[config.mk]
export PLATFORM = sky130hd
export DESIGN_NAME = taylor_series_cos_flat
export DESIGN_NICKNAME = d
export VERILOG_FILES = /design/src/rtl/taylor_series_cos_pkg.sv /design/src/rtl/taylor_series_cos_if.sv /design/src/rtl/taylor_series_cos_mul_shift.sv /design/src/rtl/taylor_series_cos.sv /design/src/flat_wrapper.sv
export SDC_FILE = /design/constraint.sdc
export NUM_CORES = 2
export LEC_CHECK = 0
export CAP_MARGIN = 20
export CELL_PAD_IN_SITES_DETAIL_PLACEMENT = 1
export CELL_PAD_IN_SITES_GLOBAL_PLACEMENT = 1
export CORE_UTILIZATION = 53
export CTS_CLUSTER_SIZE = 24
export DETAILED_ROUTE_END_ITERATION = 7
export MAX_ROUTING_LAYER = met4
export PLACE_DENSITY_LB_ADDON = 0.08
export SLEW_MARGIN = 40
export SYNTH_ARGS = -nofsm -noshare
export SYNTH_HDL_FRONTEND = slang
export SYNTH_HIERARCHICAL = 1
export SYNTH_SLANG_ARGS = --single-unit
[constraint.sdc]
create_clock -name clock -period 12.39 [get_ports clock]
set_input_delay 3.0975 -clock clock [delete_from_list [all_inputs] [get_ports clock]]
set_output_delay 3.0975 -clock clock [all_outputs]
set_load 0.005 [all_outputs]
[src/rtl/taylor_series_cos_pkg.sv]
// rtl/taylor_series_cos_pkg.sv - shared types and Q-format constants for the cosine engine
//
// Purpose: FSM state type, I/O and internal fixed-point widths, and the
//          Maclaurin coefficients of cos(x) in signed Q(IW-IFRAC).IFRAC.
// Ports:   none (package).

package taylor_series_pkg;

  localparam int W     = 12;  // I/O width, Q2.10
  localparam int FRAC  = 10;  // I/O fractional bits
  localparam int IW    = 24;  // internal signed width
  localparam int IFRAC = 20;  // internal fractional bits

  localparam int ONE_Q2_10 = 1024;

  typedef enum logic [1:0] {
    ST_IDLE,
    ST_SQUARE,
    ST_HORNER,
    ST_DONE
  } state_t;

  // Coefficients of x^(2n), scaled by 2^IFRAC and rounded to nearest.
  localparam logic signed [IW-1:0] C0 =  24'sd1048576;  //  1
  localparam logic signed [IW-1:0] C2 = -24'sd524288;   // -1/2
  localparam logic signed [IW-1:0] C4 =  24'sd43691;    //  1/24
  localparam logic signed [IW-1:0] C6 = -24'sd1456;     // -1/720
  localparam logic signed [IW-1:0] C8 =  24'sd26;       //  1/40320

  // Horner coefficient for each step after the C8 seed.
  function automatic logic signed [IW-1:0] horner_coef(input logic [1:0] step);
    case (step)
      2'd0:    return C6;
      2'd1:    return C4;
      2'd2:    return C2;
      default: return C0;
    endcase
  endfunction

endpackage

[src/rtl/taylor_series_cos_if.sv]
// rtl/taylor_series_cos_if.sv - start/ready request bus between controller and cosine engine
//
// Purpose: groups the request/result signals of the cosine engine.
// Signals: start     - controller requests a computation
//          angle_in  - unsigned Q2.10 angle in radians
//          ready_out - engine holds a valid result
//          cos_out   - unsigned Q2.10 cosine result
// Modports: master (controller side), slave (engine side).

interface taylor_series_cos_if #(
  parameter int W = 12
) ();

  logic         start;
  logic [W-1:0] angle_in;
  logic         ready_out;
  logic [W-1:0] cos_out;

  modport master (
    output start,
    output angle_in,
    input  ready_out,
    input  cos_out
  );

  modport slave (
    input  start,
    input  angle_in,
    output ready_out,
    output cos_out
  );

endinterface

[src/rtl/taylor_series_cos_mul_shift.sv]
// rtl/taylor_series_cos_mul_shift.sv - signed fixed-point multiply with rescale
//
// Purpose: p = (a * b) >>> IFRAC, truncated to IW bits (floor rounding).
// Ports:   a_i, b_i - signed IW-bit operands in Q.IFRAC
//          p_o      - signed IW-bit product in Q.IFRAC

module fxp_mul_shift #(
  parameter int IW    = 24,
  parameter int IFRAC = 20
) (
  input  logic signed [IW-1:0] a_i,
  input  logic signed [IW-1:0] b_i,
  output logic signed [IW-1:0] p_o
);

  logic signed [2*IW-1:0] prod;
  logic                   unused_bits;

  assign prod = (2*IW)'(a_i) * (2*IW)'(b_i);

  // Taking the slice above IFRAC is the arithmetic shift plus truncation;
  // overflow beyond IW bits wraps, which only happens for out-of-range angles.
  assign p_o = prod[IFRAC +: IW];

  assign unused_bits = ^{prod[2*IW-1:IFRAC+IW], prod[IFRAC-1:0]};

endmodule

[src/rtl/taylor_series_cos.sv]
// rtl/taylor_series_cos.sv - iterative 8th-order Maclaurin cosine engine
//
// Purpose: cos(x) for an unsigned Q2.10 angle using one shared multiplier:
//          x^2 in SQUARE, then four Horner steps acc = Ck + x^2*acc.
//          Result is ready five edges after the edge that sampled start.
// Ports:   clock - rising-edge system clock
//          reset - asynchronous active-high reset
//          bus   - request bus (slave): start, angle_in, ready_out, cos_out

module taylor_series_cos
  import taylor_series_pkg::*;
(
  input  logic                clock,
  input  logic                reset,
  taylor_series_cos_if.slave  bus
);

  localparam int RSH = IFRAC - FRAC;  // internal -> I/O scaling shift

  state_t               state_q;
  logic [1:0]           step_q;
  logic signed [IW-1:0] x_q;
  logic signed [IW-1:0] x2_q;
  logic signed [IW-1:0] acc_q;
  logic [W-1:0]         cos_q;
  logic                 ready_q;

  logic signed [IW-1:0] mul_a;
  logic signed [IW-1:0] mul_b;
  logic signed [IW-1:0] mul_p;
  logic signed [IW-1:0] acc_d;
  logic signed [IW:0]   rnd_sum;
  logic signed [IW:0]   rnd_val;
  logic [W-1:0]         cos_d;

  // SQUARE uses x*x; HORNER uses x^2*acc.
  always_comb begin
    mul_a = x2_q;
    mul_b = acc_q;
    if (state_q == ST_SQUARE) begin
      mul_a = x_q;
      mul_b = x_q;
    end
  end

  fxp_mul_shift #(
    .IW    (IW),
    .IFRAC (IFRAC)
  ) u_mul (
    .a_i (mul_a),
    .b_i (mul_b),
    .p_o (mul_p)
  );

  // Next accumulator and its rounded, saturated I/O-format image. cos_d is
  // only captured on the last Horner step.
  always_comb begin
    acc_d   = horner_coef(step_q) + mul_p;
    rnd_sum = {acc_d[IW-1], acc_d} + (IW+1)'(1 << (RSH - 1));
    rnd_val = rnd_sum >>> RSH;
    if (rnd_val < 0) begin
      cos_d = '0;
    end else if (rnd_val > (IW+1)'(ONE_Q2_10)) begin
      cos_d = W'(ONE_Q2_10);
    end else begin
      cos_d = rnd_val[W-1:0];
    end
  end

  always_ff @(posedge clock or posedge reset) begin
    if (reset) begin
      state_q <= ST_IDLE;
      step_q  <= '0;
      x_q     <= '0;
      x2_q    <= '0;
      acc_q   <= '0;
      cos_q   <= '0;
      ready_q <= 1'b0;
    end else begin
      case (state_q)
        ST_IDLE, ST_DONE: begin
          if (bus.start) begin
            // Zero-extend Q2.10 into the signed Q.IFRAC datapath.
            x_q     <= {{(IW-W-RSH){1'b0}}, bus.angle_in, {RSH{1'b0}}};
            ready_q <= 1'b0;
            state_q <= ST_SQUARE;
          end
        end
        ST_SQUARE: begin
          x2_q    <= mul_p;
          acc_q   <= C8;
          step_q  <= '0;
          state_q <= ST_HORNER;
        end
        ST_HORNER: begin
          acc_q  <= acc_d;
          step_q <= step_q + 2'd1;
          if (step_q == 2'd3) begin
            cos_q   <= cos_d;
            ready_q <= 1'b1;
            state_q <= ST_DONE;
          end
        end
        default: state_q <= ST_IDLE;
      endcase
    end
  end

  assign bus.cos_out   = cos_q;
  assign bus.ready_out = ready_q;

endmodule

[src/flat_wrapper.sv]
// flat-port wrapper written by rule: the top's interface ports become plain ports
module taylor_series_cos_flat import taylor_series_pkg::*;
  (clock, reset, bus_start, bus_angle_in, bus_ready_out, bus_cos_out);
  taylor_series_cos_if #(.W(W)) bus_i ();
  input  logic clock;
  input  logic reset;
  input wire logic [$bits(bus_i.start)-1:0] bus_start;
  input wire logic [$bits(bus_i.angle_in)-1:0] bus_angle_in;
  output wire logic [$bits(bus_i.ready_out)-1:0] bus_ready_out;
  output wire logic [$bits(bus_i.cos_out)-1:0] bus_cos_out;
  assign bus_i.start = bus_start;
  assign bus_i.angle_in = bus_angle_in;
  assign bus_ready_out = bus_i.ready_out;
  assign bus_cos_out = bus_i.cos_out;
  taylor_series_cos u_core (.clock(clock), .reset(reset), .bus(bus_i));
endmodule
-- Word level (Yosys, flattened, before mapping)
Cells that the tools add are included.
- word-level logic and storage cells: 43
- bits of input ports: 15
- bits in registers: 77
- order comparisons: 2
- muxes and demuxes: 13
- add/sub/neg operators: 3
- reductions and logical operators: 9
- eq/ne operators: 8
- $mul: 1
- operator list (cell ; number):
    one-hot mux 24 bit (3 select lines) ; 1
    two-way mux 24 bit ; 2
    one-hot mux 24 bit (2 select lines) ; 1
    multiplier 24 x 24 -> 44 bit ; 1
    adder 24 x 11 -> 25 bit, second input constant ; 1
    adder 24 bit ; 1
    two-way mux 12 bit ; 2
    greater-than comparator 15 x 12 -> 1 bit, second input constant ; 1
    less-than comparator 15 x 1 -> 1 bit, second input constant ; 1
    equality test 2 bit, second input constant ; 4
    one-hot mux 2 bit (3 select lines) ; 1
    AND reduction 2 bit ; 3
    equality test 2 x 1 -> 1 bit, second input constant ; 2
    logical NOT 2 bit ; 2
    two-way mux 2 bit ; 2
    one-hot mux 2 bit (2 select lines) ; 1
    nonzero test 2 bit ; 2
    AND reduction 3 bit ; 1
    adder 2 x 1 -> 2 bit, second input constant ; 1
    two-way mux 1 bit ; 2
    inequality test 2 x 1 -> 1 bit, second input constant ; 1
    inequality test 2 bit, second input constant ; 1
    one-hot mux 1 bit (2 select lines) ; 1
    OR reduction 2 bit ; 1

-- Longest topological paths before layout
- word-level depth: 8
- depth in mapped cells: 45

-- By module
Netlist, hierarchy kept.
- modules (own cells, without submodules) (module ; instances ; cells an instance ; sequential area each (um^2) ; area each (um^2)):
    fxp_mul_shift ; 1 ; 2123 ; 0.0 ; 19588.8
    taylor_series_cos ; 1 ; 626 ; 1926.8 ; 5599.1

-- Worst setup path after synthesis
OpenSTA, ideal clock, no wires.
- path type: register to register
- start: reg u_core.state_q[1]
- end: reg u_core.cos_q[0], in the netlist u_core/bus.cos_out[0]
- library setup time: 122 ps
- cell stages (with the launch flop): 41
- path buffers: 4
- data required time: 12268 ps
- period minus slack after synthesis: 9714 ps
- arrival: 9592 ps
- setup slack: 2676 ps
- cells stage by stage: dfrtp_1 -> inv_1 -> ha_1 -> clkbuf_1 -> clkbuf_1 -> nand2_1 -> nand2_1 -> clkbuf_1 -> nand2_1 -> fa_1 -> fa_1 -> fa_1 -> fa_1 -> inv_1 -> fa_1 -> fa_1 -> inv_1 -> fa_1 -> (+5 left out) -> a211oi_1 -> a211oi_2 -> and2b_2 -> nor2_1 -> xnor2_1 -> ha_1 -> a21oi_1 -> nor4b_4 -> nor2_2 -> a2bb2oi_1 -> xnor2_2 -> ha_1 -> and3b_1 -> and2_1 -> a31o_1 -> o21ai_2 -> buf_6 -> a32o_1
- cells in the longest elaborated chain, start to end: 8
- RTL lines (element ; RTL line ; RTL):
    start, declared ; taylor_series_cos.sv:20 ; state_t state_q;
    start signal, assigned ; taylor_series_cos.sv:72 ; state_q <= ST_IDLE;
    start signal, assigned ; taylor_series_cos.sv:86 ; state_q <= ST_SQUARE;
    start signal, assigned ; taylor_series_cos.sv:93 ; state_q <= ST_HORNER;
    equality test 2 x 1 -> 1 bit * ; taylor_series_cos.sv:40 ; if (state_q == ST_SQUARE) begin
    two-way mux 24 bit * ; taylor_series_cos.sv:40 ;
    named net u_core.mul_a[15] ; taylor_series_cos.sv:28 ; logic signed [IW-1:0] mul_a;
    multiplier 24 x 24 -> 44 bit * ; taylor_series_cos_mul_shift.sv:19 ; assign prod = (2*IW)'(a_i) * (2*IW)'(b_i);
    named net u_core.mul_p[3] ; taylor_series_cos.sv:30 ; logic signed [IW-1:0] mul_p;
    adder 24 bit * ; taylor_series_cos.sv:58 ; acc_d = horner_coef(step_q) + mul_p;
    adder 24 x 11 -> 25 bit * ; taylor_series_cos.sv:59 ; rnd_sum = {acc_d[IW-1], acc_d} + (IW+1)'(1 << (RSH - 1));
    greater-than comparator 15 x 12 -> 1 bit ; taylor_series_cos.sv:63 ; end else if (rnd_val > (IW+1)'(ONE_Q2_10)) begin
    two-way mux 12 bit ; taylor_series_cos.sv:63 ;
    two-way mux 12 bit * ; taylor_series_cos.sv:61 ; if (rnd_val < 0) begin
    end signal, assigned ; taylor_series_cos.sv:99 ; cos_q <= cos_d;
    end, declared ; taylor_series_cos.sv:25 ; logic [W-1:0] cos_q;
Mark *: on every way through the listed nets, which the timed path passes. The rest lies on a longest branch.
A chain may end at the register's enable or synchronous reset.

-- Worst setup path in the final report
- start: reg u_core.state_q[1]
- end: reg u_core.cos_q[10], in the netlist u_core/bus.cos_out[10]
The elaborated chain is that of the path after synthesis.

==> flow_metrics.tcl <==
set metrics [dict create \
    yosysUniqueCellTypes 87 \
    yosys-top-cells-count "inv_1 (615), fa_1 (565), nand2_1 (376)" \
    numCtsBuffers 9 \
    worst_pin_slew_ns 0.934 \
    worstPathMaxFanout 57 \
    post-route-period-util_pct 93.6 \
    ff2ff_path_depth 36 \
    crit_path_frequent_cell "fa_1" \
    status "finished, final reports clean" \
    syn-cell-area_mm2 0.0252 \
    synth_compound_area_share_pct 6.57 \
    setup_tns_ns 0 \
    rows 79 \
    coreArea_mm2 0.0468 \
    setup_violations 0 \
    drtIter0Drc 803 \
    critPathLaunchType "flip-flop" \
    synthMuxAreaShare_pct 0.815 \
    port_buffers 27 \
    hold_path.class "flip-flop to flip-flop" \
    worstPathArrival_ns 11.79 \
    htreeDepth 3 \
    synthAdderAreaFrac_pct 52.1 \
    syn_to_final_growth_pct 5.36 \
    endpoint_kind "flip-flop" \
    clk_path_buf_depth 2 \
    synthXorXnorAreaFrac_pct 3.39 \
    die_area_mm2 0.0484 \
    routed_via_density 5.53 \
    maxCapViolCount 0 \
    crit_end "u_core/bus.cos_out[10]" \
    relSlewSlack_pct 37.3 \
    synthTopCellsByArea "fa_1 (45%), inv_1 (9.2%), dfrtp_1 (7.6%)" \
    hpwl_um 59600 \
    synth_top_cell_area_share_pct 44.9 \
    synthFlopType "dfrtp_1" \
    crit_start "u_core/state_q[1]" \
    yosysWarnings 6 \
    fmax_ghz 0.0862 \
    synth.avg_cell_area_um2 9.16 \
    synth_edf_count 0 \
    cts.sink_count 77 \
    grt_pass1_wl_um 117000 \
    synth_top_family_by_area "adder cells" \
    die_w_um 220 \
    via_count 18400 \
    slowest_stage "xor2_1" \
    start_util_pct 53.9 \
    clk_latency_ns 0.35 \
    grt_overflow_total 0 \
    cts_setup_buffers 0 \
    dieHeight_um 220 \
    nFillCells 5343 \
    layout_min_cycle_time_ns 11.60 \
    drt-total-wl_um 72300 \
    postRouteAntennaNets 0 \
    yosys.area_share.simple_pct 18.0 \
    synth_cells 2749 \
    crit_type "flip-flop to flip-flop" \
    regToRegStartpoint "u_core/state_q[1]" \
    cts_root_buffer "clkbuf_16" \
    grt_usage_pct 32.9 \
    finalHoldViolCount 0 \
    gp_congestion 0.897 \
    clk_pin_slew_worst_paths_ns 0.06 \
    skew_ns 0.00838 \
    seq_area_frac_synth_pct 7.65 \
    cts_tree "yes" \
    synth_seq_cells 77 \
    drive_gt1_share_pct 6.01 \
    num_io_pins 28 \
    cp.required_ns 12.58 \
    ctsResizeCount 0 \
    wl_per_cell_um 21.8 \
    nNetsFinal 3431 \
    hold_buffers 0 \
    drv_slew 0 \
    antenna_cells 0 \
    drc_errors 0 \
    synth_nets 3473 \
    yosysTopAreaCell "fa_1" \
    slowest_delay_ns 0.63 \
    antenna_found_initial 1 \
    rsz0062_at_grt "no" \
    grt_max_degree 78 \
    yosysMostFrequentCell "inv_1" \
    synthArstFlopShare_pct 100 \
    drtPass1Iterations 4 \
    rrSetupSlack_ns 0.79 \
    rr_endpoint "u_core/bus.cos_out[10]" \
    grt_pass1_vias 21400 \
]
-- area by class of cell --
class	instances	area, µm²	share of cell area (%)
repair buffers	85	709	2.67
clock buffers	10	229	0.863
well taps	607	759	2.86
multi-input cells	1917	20500	77.4
inverters	617	2320	8.73
clock inverters	6	63.8	0.240
flip-flops and latches	77	1930	7.26
-- cells by family (layout without fill, tap and decap cells) --
logic type	Yosys count	in the layout
adder cells (fa/ha/maj)	709	709
flip-flops	77	77
XOR/XNOR	85	85
AND/OR/NAND/NOR	888	888
multiplexers	19	19
AO/OA/AOI/OAI	216	216
buffers and inverters	755	718
-- stage by stage --
step                      utilization, %  hold slack, ns  instance area [µm²]  setup slack, ns  instances
after global placement              56.0           0.454                26200             1.40       3303
after CTS                           56.7           0.480                26500            0.876       3319
after global routing                56.8           0.493                26500            0.144       3319
final                               56.8           0.476                26500            0.794       3319
after detailed placement            56.1           0.466                26200            0.915       3303
after floorplan                        -           0.442                25200             2.68       2749
-- worst max-delay path, delay by kind of cell (launching register included) --
kind,cells,cell delay [ns]
AO/OA/AOI/OAI,11,3.06
XOR/XNOR,2,0.88
adder cells (fa/ha/maj),9,4.33
buffers and inverters,6,0.63
flip-flops,1,0.39
AND/OR/NAND/NOR,8,2.10
-- cell usage in the layout (no fill, tap or decap), drive strengths merged, types with 8 or more instances in the layout --
cell type	netlist	layout
xnor2	59	59
clkbuf	123	10
a32o	8	8
a211oi	14	14
nand2b	32	32
buf	15	58
nor3	11	11
mux2	12	12
inv	617	616
dfrtp	77	77
and2	294	294
a21oi	30	30
fa	565	565
a22o	9	9
and3	15	15
nor2	46	46
xor2	26	26
nand4	9	9
o21ai	55	55
a21o	32	32
nand2	377	377
ha	144	144
a31oi	8	8
o211ai	11	11
nand3	23	23
clkdlybuf4s50	0	27
nor2b	50	50
-- how the worst min path moves through the flow --
stage                    start              end  depth (start not counted)
2_1_floorplan  u_core/x2_q[10]  u_core/x2_q[10]                          2
3_3_place_gp   u_core/x2_q[19]  u_core/x2_q[19]                          2
6_report       u_core/x2_q[16]  u_core/x2_q[16]                          2
3_5_place_dp   u_core/x2_q[16]  u_core/x2_q[16]                          2
5_1_grt        u_core/x2_q[16]  u_core/x2_q[16]                          2
4_1_cts        u_core/x2_q[16]  u_core/x2_q[16]                          2
-- state kept, by name (all words and copies together), names as in the netlist --
signal,cells
u_core/bus.cos_out,12
u_core/bus.ready_out,1
u_core/x_q,12
u_core/state_q,2
u_core/x2_q,24
u_core/acc_q,24
u_core/step_q,2
-- metal layers --
metal,routed length (µm),GRT usage [%]
met5,0,-
met4,2390,10.3
met3,2120,2.44
met2,38000,57.7
met1,29800,40.5
Power is left out: the tool's default activity adds up to more than one toggle a clock period on the data nets, which glitch-free logic cannot reach.
==> RTL edit 1: new RTL, same settings <==
`FRAC`: 10 -> 11.
--- a/src/rtl/taylor_series_cos_pkg.sv
+++ b/src/rtl/taylor_series_cos_pkg.sv
@@ -8,5 +8,5 @@
 
   localparam int W     = 12;  // I/O width, Q2.10
-  localparam int FRAC  = 10;  // I/O fractional bits
+  localparam int FRAC  = 11;  // I/O fractional bits
   localparam int IW    = 24;  // internal signed width
   localparam int IFRAC = 20;  // internal fractional bits
Behaviour: no difference found for any inputs over 4 cycles, from zero or initial values and one cycle with reset high; that may be too few to reach the edited logic, so the function may still have changed.
==> RTL edit 1 against the original RTL <==
Cell area is 2.4% higher. Wire length grew 8.3%. Setup slack lost 300 ps. Area after synthesis up 0.64%. Sequential cell count did not move. Largest cell class unchanged.
Power is not shown: default switching activity piles up to over one toggle a cycle in this logic, so the estimate is an artifact.
==> RTL edit 1: results (changes against the original RTL) <==
HPWL after detailed placement = 64100 um (+7.6%)
CTS H-tree depth = 3 (unchanged)
Pin count of the biggest net entering global routing = 78 (unchanged)
Area contributors post-synth = fa_1 (45%), inv_1 (9.2%), dfrtp_1 (7.6%)
Number of instances in the placed design = 3359 (+1.7%)
Total clock buffers created by CTS = 9 (unchanged)
Clock-pin slew on the worst setup and hold paths = 60 ps (about the same)
Iteration-0 DRC count of the detailed router = 968 (+21%)
Data arrival, critical path = 12140 ps (+350 ps)
Mapped Avg Cell Area = 9.17 um^2 (+0.13%)
Clk_skew = 7.84 ps (-0.541 ps)
Capture point of the worst path = u_core/bus.cos_out[1]
Library cell contributing the largest single delay on the critical path = fa_1
Setup slack on the worst flop-to-flop path = 490 ps (-300 ps)
Number of global-route vias before repair = 22000 (+2.7%)
Distinct cell type count after synthesis = 111 (+28%)
Antenna violations before repair = 1 (unchanged)
I/O Buffers = 27 (unchanged)
Overall routing resource usage = 35.1% (+2.2 points)
Number of buffers on the longest clock path = 2 (unchanged)
Maximum single-stage delay on the critical path = 570 ps (-60 ps)
Count of clock tree sinks = 77 (unchanged)
Proportion of synthesized chip area in sequential cells = 7.60% (-0.049 points)
Worst setup path start = u_core/state_q[1]
Classification of the worst-slack hold path = flip-flop to flip-flop
Layout Nets = 3490 (+1.7%)
Wire per inst = 23.2 um (+6.5%)
Average via count per standard cell = 5.59 (+1.1%)
Worst-Skew Late Latency = 350 ps (about the same)
Depth of the worst register-to-register path = 39 (+8.3%)
Ys Warns = 6 (unchanged)
Most common library cells after synthesis = inv_1 (622), fa_1 (565), nand2_1 (373), and2_1 (294), ha_1 (145)
Ys flop type = dfrtp_1
ANT cells = 0 (unchanged)
Worst-path maximum fanout = 26 (-54%)
Leading registers by flop count = u_core/acc_q: 24 flops, u_core/x2_q: 24 flops
Clock root buffer = clkbuf_16
Run status = complete, no violations
First-pass iteration count of the detailed router = 5 (+1)
Wirelength, routed = 78300 um (+8.3%)
Fraction of layout instances using a drive strength above 1 = 8.13% (+2.1 points)
Global-route wire length before repair = 123000 um (+5.3%)
Tightest Pin Transition = 964 ps (+29.3 ps)
RePlAce Congestion = 0.915 (+2.1%)
Asr flop ratio synth = 100% (unchanged)
RTL edit 1: timing repair:
item                       4_1_cts  5_1_grt
setup endpoints to repair        0       11
setup buffers                    0        1
resized for setup                0        4
RTL edit 1: worst min-delay path by stage:
| stage | from | endpoint | slack [ps] | cells past startpoint |
|---|---|---|---|---|
| 3_5_place_dp | u_core/bus.cos_out[7] | u_core/bus.cos_out[7] | 470 | 2 |
| 3_3_place_gp | u_core/x2_q[10] | u_core/x2_q[10] | 460 | 2 |
| 4_1_cts | u_core/bus.cos_out[7] | u_core/bus.cos_out[7] | 480 | 2 |
| 2_1_floorplan | u_core/x2_q[10] | u_core/x2_q[10] | 440 | 2 |
| 5_1_grt | u_core/acc_q[12] | u_core/acc_q[12] | 500 | 2 |
| 6_report | u_core/bus.cos_out[7] | u_core/bus.cos_out[7] | 480 | 2 |
RTL edit 1: logic make-up (layout without fill, tap and decap cells):
group                      Yosys count  after routing  share of synthesized area, %
AOI/OAI and AO/OA                  239            239                          7.17
xor gates and xnor gates            85             85                          3.16
adders and majority gates          713            713                          51.9
buffers and inverters              763            769                          11.8
DFF                                 77             77                          7.60
muxes                               16             16                         0.701
and+or+nand+nor                    870            870                          17.7
RTL edit 1: cell type report:
cell class              count  area [um^2]
multi-input cells        1923        20600
fillers                  5384        19700
inverters                 623         2340
flip-flops and latches     77         1930
repair buffers            131         1150
well taps                 607          759
clock buffers              11          243
clock inverters             4          120
RTL edit 1: worst max-delay path, delay by kind of cell (launching register included):
kind / cells / cell delay, ps
buf+inv: 5 / 350
compound gates: 9 / 2360
fa+ha+maj: 11 / 4840
flops: 1 / 390
simple gates: 14 / 3790
RTL edit 1: per-stage QoR:
stage / instance area [um^2] / utilization [%] / hold WS (ps) / setup WS (ps)
2_1_floorplan: 25300 / - / 442 / 1950
3_3_place_gp: 26600 / 56.8 / 455 / 844
3_5_place_dp: 26700 / 57.0 / 467 / 372
4_1_cts: 27100 / 57.8 / 482 / 320
5_1_grt: 27200 / 58.0 / 504 / 17.5
6_report: 27200 / 58.0 / 478 / 490
RTL edit 1: layer usage:
layer	part of all wire (%)	vias up	GRT usage [%]	routed length [um]
met5	0	-	-	0
met4	5.3	0	16.4	4150
met3	3.8	212	4.03	3000
met2	51	463	59.2	39700
met1	40	10000	41.9	31500
li1	-	8197	-	-
==> RTL edit 2: new RTL, same flow settings <==
Without the edit above. Reset style: synchronous (`reset`), changed in one clocked block. Comments in the files are not updated.
--- a/src/rtl/taylor_series_cos.sv
+++ b/src/rtl/taylor_series_cos.sv
@@ -68,5 +68,5 @@
   end
 
-  always_ff @(posedge clock or posedge reset) begin
+  always_ff @(posedge clock) begin
     if (reset) begin
       state_q <= ST_IDLE;
Check against the original RTL: no difference found for any inputs over 4 cycles, from zero or initial values and one cycle with reset high; that may be too few to reach the edited logic, so the function may still have changed.
==> RTL edit 2 against the original RTL <==
Clock skew up 2.7 ps. Setup slack worse by 25 ps. Area after synthesis down 0.54%. Via count up 4.3%. Fmax down 0.22%. Wire length up 3.4%. Sequential cell count unchanged. Sequential share of layout area down 1.5 points. Highest routed layer unchanged. Count of clock-buffer cells in the layout unchanged. Cell area up 0.18%. First-iteration DRC count up 4.5%. Utilization up 0.34 points.
Power is left out: it rests on default switching activity, and per cell area and clock period it moved more than threefold.
==> RTL edit 2: results (changes against the original RTL) <==
Run status = complete, no violations
Count of multi-input gates = 1993 (+4.0%)
Number of global-route vias before repair = 21700 (+1.3%)
Multi-input logic area = 20800 um^2 (+1.2%)
Syn Std Cell Area = 25100 um^2 (-0.54%)
Fraction of layout instances using a drive strength above 1 = 6.23% (+0.22 points)
Gate count of the mapped netlist = 2836 (+3.2%)
Buffer share of cell area = 3.29% (+0.62 points)
Distinct cell type count after synthesis = 99 (+14%)
Complex-gate fraction of the synthesized area = 7.91% (+1.3 points)
Library cell contributing the largest single delay on the critical path = fa_1
Area contributors post-synth = fa_1 (45%), inv_1 (9.3%), and2_1 (7.3%)
Layout Nets = 3530 (+2.9%)
Inverters excl. clock = 620 (+0.49%)
HPWL after detailed placement = 61100 um (+2.6%)
First-pass iteration count of the detailed router = 5 (+1)
Wirelength, routed = 74700 um (+3.4%)
Hold_sp = u_core/x_q[20]
Setup slack on the worst flop-to-flop path = 770 ps (-30 ps)
Syn Nets = 3560 (+2.5%)
Pin count of the biggest net entering global routing = 69 (-12%)
Met3 layer usage reported by global route = 3.06% (+0.62 points)
Placed inst area = 26200 um^2 (about the same)
Worst-Skew Late Latency = 360 ps
Number of filler cells placed in the layout = 5420 (+1.4%)
Xor and xnor area share after synthesis = 3.09% (-0.30 points)
Clk_skew = 11.0 ps (+2.65 ps)
Proportion of synthesized chip area in sequential cells = 6.15% (-1.5 points)
Adder and majority gate portion of the synthesized area = 52.4% (+0.37 points)
Met1 track demand over resource = 41.2% (+0.77 points)
Seq/total area = 5.80% (-1.5 points)
Data arrival, critical path = 11870 ps (+80 ps)
RePlAce Congestion = 0.904 (+0.87%)
Fraction of area in clock buffers and inverters = 1.17% (+0.064 points)
Ys flop type = dfxtp_1
Worst-case hold path end point = u_core/x_q[20]
Average via count per standard cell = 5.60 (+1.3%)
Antenna violations before repair = 2 (+1)
Vias post-DR = 19200 (+4.3%)
Hold WS = 461 ps (-15.3 ps)
Non-CTS buffers = 105 (+24%)
Tightest Pin Transition = 849 ps (-84.9 ps)
Pre-CTS setup slack = 476 ps (-439 ps)
Overall routing resource usage = 33.7% (+0.78 points)
Worst r2r dst = u_core/bus.cos_out[5]
Iteration-0 DRC count of the detailed router = 839 (+4.5%)
Reg-to-reg startpoint = u_core/state_q[1]
Maximum single-stage delay on the critical path = 560 ps (-70 ps)
Global-route wire length before repair = 120000 um (+1.9%)
Worst-path maximum fanout = 39 (-32%)
-- RTL edit 2: changes by cell type after synthesis, sizes merged, moves of 6 or more --
cell   change
a22oi     +19
a22o       -7
buf        +7
a21o      -13
a21oi     +48
and3       -7
o31ai      +9
nand2     +11
dfxtp     +77
xor2       -6
mux2      -12
nor2      +36
a32o       -8
dfrtp     -77
-- RTL edit 2: worst max path at each step --
stage                       from  slack [ps]                     to
6_report       u_core/state_q[1]         770  u_core/bus.cos_out[5]
5_1_grt        u_core/state_q[1]          70  u_core/bus.cos_out[2]
4_1_cts        u_core/state_q[0]         370  u_core/bus.cos_out[5]
3_5_place_dp   u_core/state_q[0]         480  u_core/bus.cos_out[5]
3_3_place_gp   u_core/state_q[0]         990  u_core/bus.cos_out[1]
2_1_floorplan  u_core/state_q[0]        2210  u_core/bus.cos_out[2]
-- RTL edit 2: metal layers --
layer | wire (um) | vias up
met5 | 0 | -
met4 | 2180 | 0
met3 | 2760 | 110
met2 | 39400 | 406
met1 | 30400 | 10200
li1 | - | 8413
